`src/rtl/updown_mod_counter_pkg.sv`:
```
// Shared constants and helpers for the up/down modulo counter family.
// The optional prescaler is enabled with the UPDOWN_CNT_PRESCALE_EN macro.
package updown_mod_counter_pkg;

  localparam logic CNT_DIR_UP = 1'b1;
  localparam logic CNT_DIR_DN = 1'b0;

  // Width of a counter holding 0..n-1; never narrower than one bit.
  function automatic int unsigned cnt_clog2(input int unsigned n);
    return (n <= 2) ? 1 : $clog2(n);
  endfunction

endpackage

```
`src/rtl/updown_mod_counter_if.sv`:
```
// Control/status bundle of updown_mod_counter; the master drives controls, the slave
// (the counter) returns cnt, tc and wrap. No handshake: every control is sampled each edge.
interface updown_mod_counter_if #(
  parameter int WIDTH = 4
);

  logic             clr;
  logic             load;
  logic [WIDTH-1:0] load_val;
  logic             en;
  logic             up_dn;
  logic [WIDTH-1:0] cnt;
  logic             tc;
  logic             wrap;

  modport master (
    output clr, load, load_val, en, up_dn,
    input  cnt, tc, wrap
  );

  modport slave (
    input  clr, load, load_val, en, up_dn,
    output cnt, tc, wrap
  );

endinterface

```
`src/rtl/updown_mod_counter_cnt_prescaler.sv`:
```
// Modulo-PRESCALE enable divider: tick is high on the en cycle where the divider
// sits at its last value, after which it restarts from 0.
module cnt_prescaler
  import updown_mod_counter_pkg::*;
#(
  parameter int PRESCALE = 4
) (
  input  logic clk,
  input  logic rst_n,
  input  logic clr,
  input  logic en,
  output logic tick
);

  localparam int unsigned    PW     = cnt_clog2(PRESCALE);
  localparam logic [PW-1:0]  P_LAST = PW'(PRESCALE - 1);

  logic [PW-1:0] pcnt_q;

  assign tick = en & (pcnt_q == P_LAST);

  always_ff @(posedge clk) begin
    if (!rst_n || clr) begin
      pcnt_q <= '0;
    end else if (en) begin
      pcnt_q <= tick ? '0 : pcnt_q + PW'(1);
    end
  end

endmodule

```
`src/rtl/updown_mod_counter.sv`:
```
// Up/down counter modulo MODULUS with clear, clamped load, wrap/saturate mode,
// combinational terminal count and a registered wrap pulse (prescaler: UPDOWN_CNT_PRESCALE_EN).
module updown_mod_counter
  import updown_mod_counter_pkg::*;
#(
  parameter int WIDTH    = 4,
  parameter int MODULUS  = 16,
  parameter int SATURATE = 0
`ifdef UPDOWN_CNT_PRESCALE_EN
  ,
  parameter int PRESCALE = 4
`endif
) (
  input  logic                  clk,
  input  logic                  rst_n,
  updown_mod_counter_if.slave   bus
);

  localparam logic [WIDTH-1:0] CNT_MAX = WIDTH'(MODULUS - 1);

  logic             tick;
  logic [WIDTH-1:0] cnt_q;
  logic [WIDTH-1:0] cnt_d;
  logic             wrap_q;
  logic             wrap_d;
  logic             at_max;
  logic             at_zero;
  logic             dir_up;

`ifdef UPDOWN_CNT_PRESCALE_EN
  cnt_prescaler #(
    .PRESCALE (PRESCALE)
  ) u_prescaler (
    .clk   (clk),
    .rst_n (rst_n),
    .clr   (bus.clr | bus.load),
    .en    (bus.en),
    .tick  (tick)
  );
`else
  assign tick = bus.en;
`endif

  // Terminal compares are explicit even when MODULUS == 2**WIDTH.
  assign at_max  = (cnt_q == CNT_MAX);
  assign at_zero = (cnt_q == '0);
  assign dir_up  = (bus.up_dn == CNT_DIR_UP);

  always_comb begin
    cnt_d  = cnt_q;
    wrap_d = 1'b0;
    if (bus.clr) begin
      cnt_d = '0;
    end else if (bus.load) begin
      // Out-of-range loads clamp to the top of the range so cnt is always legal.
      cnt_d = (bus.load_val > CNT_MAX) ? CNT_MAX : bus.load_val;
    end else if (tick) begin
      if (dir_up) begin
        if (!at_max) begin
          cnt_d = cnt_q + WIDTH'(1);
        end else if (SATURATE == 0) begin
          cnt_d  = '0;
          wrap_d = 1'b1;
        end
      end else begin
        if (!at_zero) begin
          cnt_d = cnt_q - WIDTH'(1);
        end else if (SATURATE == 0) begin
          cnt_d  = CNT_MAX;
          wrap_d = 1'b1;
        end
      end
    end
  end

  always_ff @(posedge clk) begin
    if (!rst_n) begin
      cnt_q  <= '0;
      wrap_q <= 1'b0;
    end else begin
      cnt_q  <= cnt_d;
      wrap_q <= wrap_d;
    end
  end

  // tc is combinational so a following stage can use it directly as its en.
  assign bus.tc   = tick & (dir_up ? at_max : at_zero);
  assign bus.cnt  = cnt_q;
  assign bus.wrap = wrap_q;

endmodule

```
`src/flat_wrapper.sv`:
```
// flat-port wrapper written by rule: the top's interface ports become plain ports
module updown_mod_counter_flat import updown_mod_counter_pkg::*;
#(
  parameter int WIDTH    = 4,
  parameter int MODULUS  = 16,
  parameter int SATURATE = 0

)
  (clk, rst_n, bus_clr, bus_load, bus_load_val, bus_en, bus_up_dn, bus_cnt, bus_tc, bus_wrap);
  updown_mod_counter_if #(.WIDTH(WIDTH)) bus_i ();
  input  logic clk;
  input  logic rst_n;
  input wire logic [$bits(bus_i.clr)-1:0] bus_clr;
  input wire logic [$bits(bus_i.load)-1:0] bus_load;
  input wire logic [$bits(bus_i.load_val)-1:0] bus_load_val;
  input wire logic [$bits(bus_i.en)-1:0] bus_en;
  input wire logic [$bits(bus_i.up_dn)-1:0] bus_up_dn;
  output wire logic [$bits(bus_i.cnt)-1:0] bus_cnt;
  output wire logic [$bits(bus_i.tc)-1:0] bus_tc;
  output wire logic [$bits(bus_i.wrap)-1:0] bus_wrap;
  assign bus_i.clr = bus_clr;
  assign bus_i.load = bus_load;
  assign bus_i.load_val = bus_load_val;
  assign bus_i.en = bus_en;
  assign bus_i.up_dn = bus_up_dn;
  assign bus_cnt = bus_i.cnt;
  assign bus_tc = bus_i.tc;
  assign bus_wrap = bus_i.wrap;
  updown_mod_counter #(.WIDTH(WIDTH), .MODULUS(MODULUS), .SATURATE(SATURATE)) u_core (.clk(clk), .rst_n(rst_n), .bus(bus_i));
endmodule
```
`config.mk`:
```
export PLATFORM = sky130hd
export DESIGN_NAME = updown_mod_counter_flat
export DESIGN_NICKNAME = d
export VERILOG_FILES = /design/src/rtl/updown_mod_counter_pkg.sv /design/src/rtl/updown_mod_counter_if.sv /design/src/rtl/updown_mod_counter_cnt_prescaler.sv /design/src/rtl/updown_mod_counter.sv /design/src/flat_wrapper.sv
export SDC_FILE = /design/constraint.sdc
export NUM_CORES = 1
export LEC_CHECK = 0
export ABC_AREA = 1
export ABC_CLOCK_PERIOD_IN_PS = 1180
export CORE_MARGIN = 10
export CORE_UTILIZATION = 25
export CTS_CLUSTER_SIZE = 16
export DETAILED_ROUTE_END_ITERATION = 10
export PLACE_DENSITY = 0.49
export SLEW_MARGIN = 20
export SYNTH_ARGS = -nofsm -noshare
export SYNTH_HDL_FRONTEND = slang
export SYNTH_SLANG_ARGS = --single-unit
export TNS_END_PERCENT = 100
```
`constraint.sdc`:
```
create_clock -name clk -period 1.18 [get_ports clk]
set_clock_uncertainty 0.1 [all_clocks]
set_input_delay 0.177 -clock clk [delete_from_list [all_inputs] [get_ports clk]]
set_output_delay 0.177 -clock clk [all_outputs]
set_load 0.01 [all_outputs]
```
# == Word level (Yosys, flattened, before mapping) ==
# Index checks and enable logic that the tools add are counted.
# classes
reduce_logical,4
muxes,10
n_lt_le_gt_ge,1
eq_ne,1
addsub,2
bitwise_logic,3
# ops
cell,n
$mux 4,6
$add 4x1->4 const B,1
$eq 4x4->1 const B,1
$gt 4x4->1 const B,1
$logic_not 4->1,1
$mux 1,4
$reduce_or 4->1,1
$sub 4x1->4 const B,1
$not 1->1,2
$reduce_bool 2->1,1
$reduce_or 2->1,1
$and 1x1->1,1
# totals
input_bits,10
regBits,5

# == Longest topological paths before layout ==
# Gate-level depths: netlist (run 1).
# depth
depth_word,5
depth_mapped,8
ltp_nobuf,8

# == Worst setup path after synthesis (run 1) ==
# Ideal clock, no wire load.
# synth_timing
kind,register to output
from,reg u_core.cnt_q[1] (netlist: u_core.bus.cnt[1])
to,out bus_tc
arrival_time_ns,1.159
setup_slack_ns,-0.256
n_path_buf,0
stages_incl_launch_ff,6
cell_sequence,dfxtp_1 ha_1 nand3_2 nor2_1 a21oi_1 nor2_1
# synth_between
elab_chain_cells,3
# synth_rtl
item,line,text
start: declaration,updown_mod_counter.sv:22,logic [WIDTH-1:0] cnt_q;
start signal: assignment,updown_mod_counter.sv:81,cnt_q <= cnt_d;
$eq 4x4->1 / $logic_not 4->1 (equally long branches),"updown_mod_counter.sv:45, updown_mod_counter.sv:46",
$mux 1 (*),updown_mod_counter.sv:87,assign bus.tc = tick & (dir_up ? at_max : at_zero);
$and 1x1->1 (*),updown_mod_counter.sv:87,
end: declaration,flat_wrapper.sv:19,output wire logic [$bits(bus_i.tc)-1:0] bus_tc;
# Every way passes the cells marked *; elsewhere a longest branch is shown, timed or not.

# == Worst setup path after layout (run 1) ==
# Ends and elaborated chain as after synthesis.

==> reports/qor.yml, run 1 <==
clock_network:
  cts_max_level: 1
  clk_path_buf_depth: 2
  numClockSinks: 5
  clk_pin_slew_ns: 0.04
  clock_latency_ns: 0.24
  cts_inserted_buffers: 3
  cts_tree: "built"
  clockRootBuffer: "clkbuf_4"
sta:
  relSlewSlack_pct: 81.44
  finalCriticalPeriod_ns: 1.494
  hold_ws_ns: 0.3728
  hold_viol: 0
  min_period_over_period_pct: 126.6
  worst_slack_ns: -0.3143
  drv_slew: 0
  rsz0062_at_grt: "yes"
  finalSetupViolCount: 7
  fmax_ghz: 0.6692
  worst_pin_slew_ns: 0.2777
global_route:
  grt_pass1_vias: 536
  grt_max_degree: 6
  globalRoute.totalOverflow: 0
  grt_pass1_wl_um: 2352
  grt_usage_pct: 8.088
  antenna_found_initial: 0
floorplanning:
  design.die.area_um2: 3670
  die_w_um: 60.58
  die_y_um: 60.58
  io_pins: 16
  start_util_pct: 27.01
  std_cell_rows: 14
  core_um2: 1524
worst_setup_path:
  required_ns: 0.90
  path_max_fanout: 3
  endpoint_kind: "primary output"
  critPathMostFrequentCell: "inv_4"
  cp_slowest_cell: "dfxtp_4"
  startpoint_type: "flop"
  slowest_delay_ns: 0.37
  crit_type: "flop to primary output"
  worstPathArrival_ns: 1.22
  path_cells: "inv_4 > ha_4 > inv_4 > nor2_4 > a21oi_2 > nor2_2 > buf_2"
logic_synthesis:
  synthCells: 61
  syn_area_per_cell_um2: 6.748
  synth_edf_count: 0
  synth_area_leaders: "dfxtp_1 24%, nand2_1 15%, inv_1 7.3%"
  ys_seq_area_share_pct: 24.32
  syn_area_um2: 411.6
  ys_top_cells_by_count: "16 x nand2_1, 8 x inv_1, 5 x a21oi_1, 5 x dfxtp_1, 4 x nand3_1"
  yosys.area.top_type: "dfxtp_1"
  syn-num-nets: 73
  ys_seq_elements: 5
  synth_most_common_cell: "nand2_1"
  synth_cell_type_count: 21
  yosysWarningCount: 0
  synth_top_area_share_pct: 24.32
  ys.flop_type: "dfxtp_1"
  async_flop_share_pct: 0
place:
  finalWeightedCongestion: 0.7822
  dpl_cell_area_um2: 750.7
  place_ws_ns: -0.6913
  dp_cells: 107
  portBuffers: 15
  place_hpwl_um: 1073
power_and_ir_drop:
  power_mw: 0.6303
  sw_frac_of_total_pct: 29.77
  powerDensity_nw_per_um2: 699.7
  pwr-share-clk_pct: 31.3
  netSwitchingPower_mw: 0.1876
  peakVddDrop_v: 0.0004794
  p_seq_share_pct: 29.2
  p_int_mw: 0.4427
  leakage_nw: 0.4108
  combPwrFrac_pct: 39.4
final_layout:
  fin_area_um2: 900.9
  num-nets-final: 117
  fill_cells: 155
  antenna_cells: 0
  instances_no_fill: 120
  syn2layout_area_growth_pct: 118.8
  drive_above_1_share_pct: 59.62
route:
  post_drt_wl_per_cell_um: 11.78
  postRouteAntennaNets: 0
  viasPerCell: 4.483
  remaining_drc_errors: 0
  drtIter0Drc: 6
  firstDrtPassIters: 4
  wirelength_um: 1414
  dr_total_vias: 538
worst_hold_path:
  hold_path_class: "input pin to flop"
job:
  maxCapViolations: 0
outcome:
  status: "finished, violations left"
  failed_checks: "negative setup slack"
[routing by layer]
layer  vias up  GRT usage (%)  part of all wire, %
li1        287              -                    -
met1       239          10.05                   45
met4         0          2.821                    0
met3         0          3.340                  4.5
met5         -              0                    0
met2        12          12.23                   51
[sequential cells by signal (all words and copies together) (netlist names)]
name and count:
u_core.bus.wrap 1, u_core.bus.cnt 4
[placed cells by master (no fill, tap or decap)]
cell type / netlist / routed
inv_2: 1 / 1
xor2_1: 1 / 1
nand2_1: 16 / 15
a22oi_1: 2 / 2
nor4_2: 1 / 1
clkbuf_1: 0 / 1
nand4_1: 1 / 1
inv_1: 8 / 5
clkdlybuf4s50_1: 0 / 8
o21ai_2: 0 / 1
nor2_4: 1 / 3
dlygate4sd2_1: 0 / 2
buf_6: 1 / 8
nand2_2: 0 / 1
nand3_1: 4 / 4
a31oi_1: 1 / 1
buf_4: 0 / 22
dfxtp_4: 0 / 4
nand3_4: 0 / 1
inv_4: 0 / 3
a21oi_2: 2 / 6
buf_2: 1 / 1
nor2_2: 3 / 4
clkbuf_4: 0 / 3
ha_4: 0 / 2
a21oi_1: 5 / 1
xnor2_2: 0 / 1
dfxtp_1: 5 / 1
[metrics by stage]
stage	TNS, ns	util [%]
5_1_grt	-1.552	59.11
3_3_place_gp	-2.868	49.26
3_5_place_dp	-2.892	49.26
2_1_floorplan	-0.09281	-
4_1_cts	-0.8768	53.78
6_report	-1.035	59.11
[logic make-up (layout without fill, tap and decap cells)]
kind of cell,after synthesis,in the layout,share of synthesized area (%)
flops,5,5,24.32
xor+xnor,2,2,4.256
compound gates,11,11,16.72
buf+inv,11,54,12.16
fa+ha+maj,2,2,6.078
simple gates,30,30,36.48
[area by class of cell]
type / instances / area (µm²) / share of cell area [%]
clock buffers: 4 / 26.28 / 2.917
inverters: 9 / 41.29 / 4.583
multi-input cells: 45 / 340.3 / 37.78
flip-flops and latches: 5 / 115.1 / 12.78
well taps: 16 / 20.02 / 2.222
repair buffers: 41 / 357.8 / 39.72
[final timing paths]
| kind | end | start | slack, ns | depth (start not counted) |
|---|---|---|---|---|
| worst min register to register | u_core.bus.cnt[3]$_SDFFE_PP0P_ | u_core.bus.cnt[3]$_SDFFE_PP0P_ | 0.53 | 3 |
| worst max-delay path | bus_tc | u_core.bus.cnt[1]$_SDFFE_PP0P_ | -0.31 | 7 |
| worst max register to register | u_core.bus.cnt[3]$_SDFFE_PP0P_ | u_core.bus.cnt[1]$_SDFFE_PP0P_ | -0.21 | 10 |
| worst min-delay path | u_core.bus.cnt[1]$_SDFFE_PP0P_ | bus_up_dn | 0.37 | 4 |
[worst max-delay path: cells and delay by family (launching register included)]
family,cells,cell delay (ns)
flip-flops,1,0.37
adder cells (fa/ha/maj),1,0.15
AO/OA/AOI/OAI,1,0.15
AND/OR/NAND/NOR,2,0.07
buffers and inverters,3,0.23
[what timing repair did]
| action | CTS | global route |
|---|---|---|
| pin swaps | 9 | 7 |
| setup endpoints to repair | 11 | 10 |
| resized for setup | 32 | 10 |
| endpoints found under the hold margin | 0 | 0 |
| hold buffers | 0 | 0 |
| setup buffers | 6 | 5 |
[power by group through the flow]
| stage | Sequential, mW | Clock (mW) | Combinational (mW) |
|---|---|---|---|
| 2_1_floorplan | 0.193 | 0 | 0.0961 |
| 3_3_place_gp | 0.189 | 0 | 0.211 |
| 3_5_place_dp | 0.189 | 0 | 0.211 |
| 4_1_cts | 0.184 | 0.208 | 0.221 |
| 5_1_grt | 0.185 | 0.228 | 0.270 |
| 6_report | 0.184 | 0.197 | 0.249 |
(Power assumes the default switching activity.)
==> inputs of run 2 (changes only) <==
- HOLD_SLACK_MARGIN: not set -> 0.03
- TNS_END_PERCENT: 100 -> not set
==> results of run 2 <==
Same layout as run 1: the final DEF is identical, and so are final timing and power.
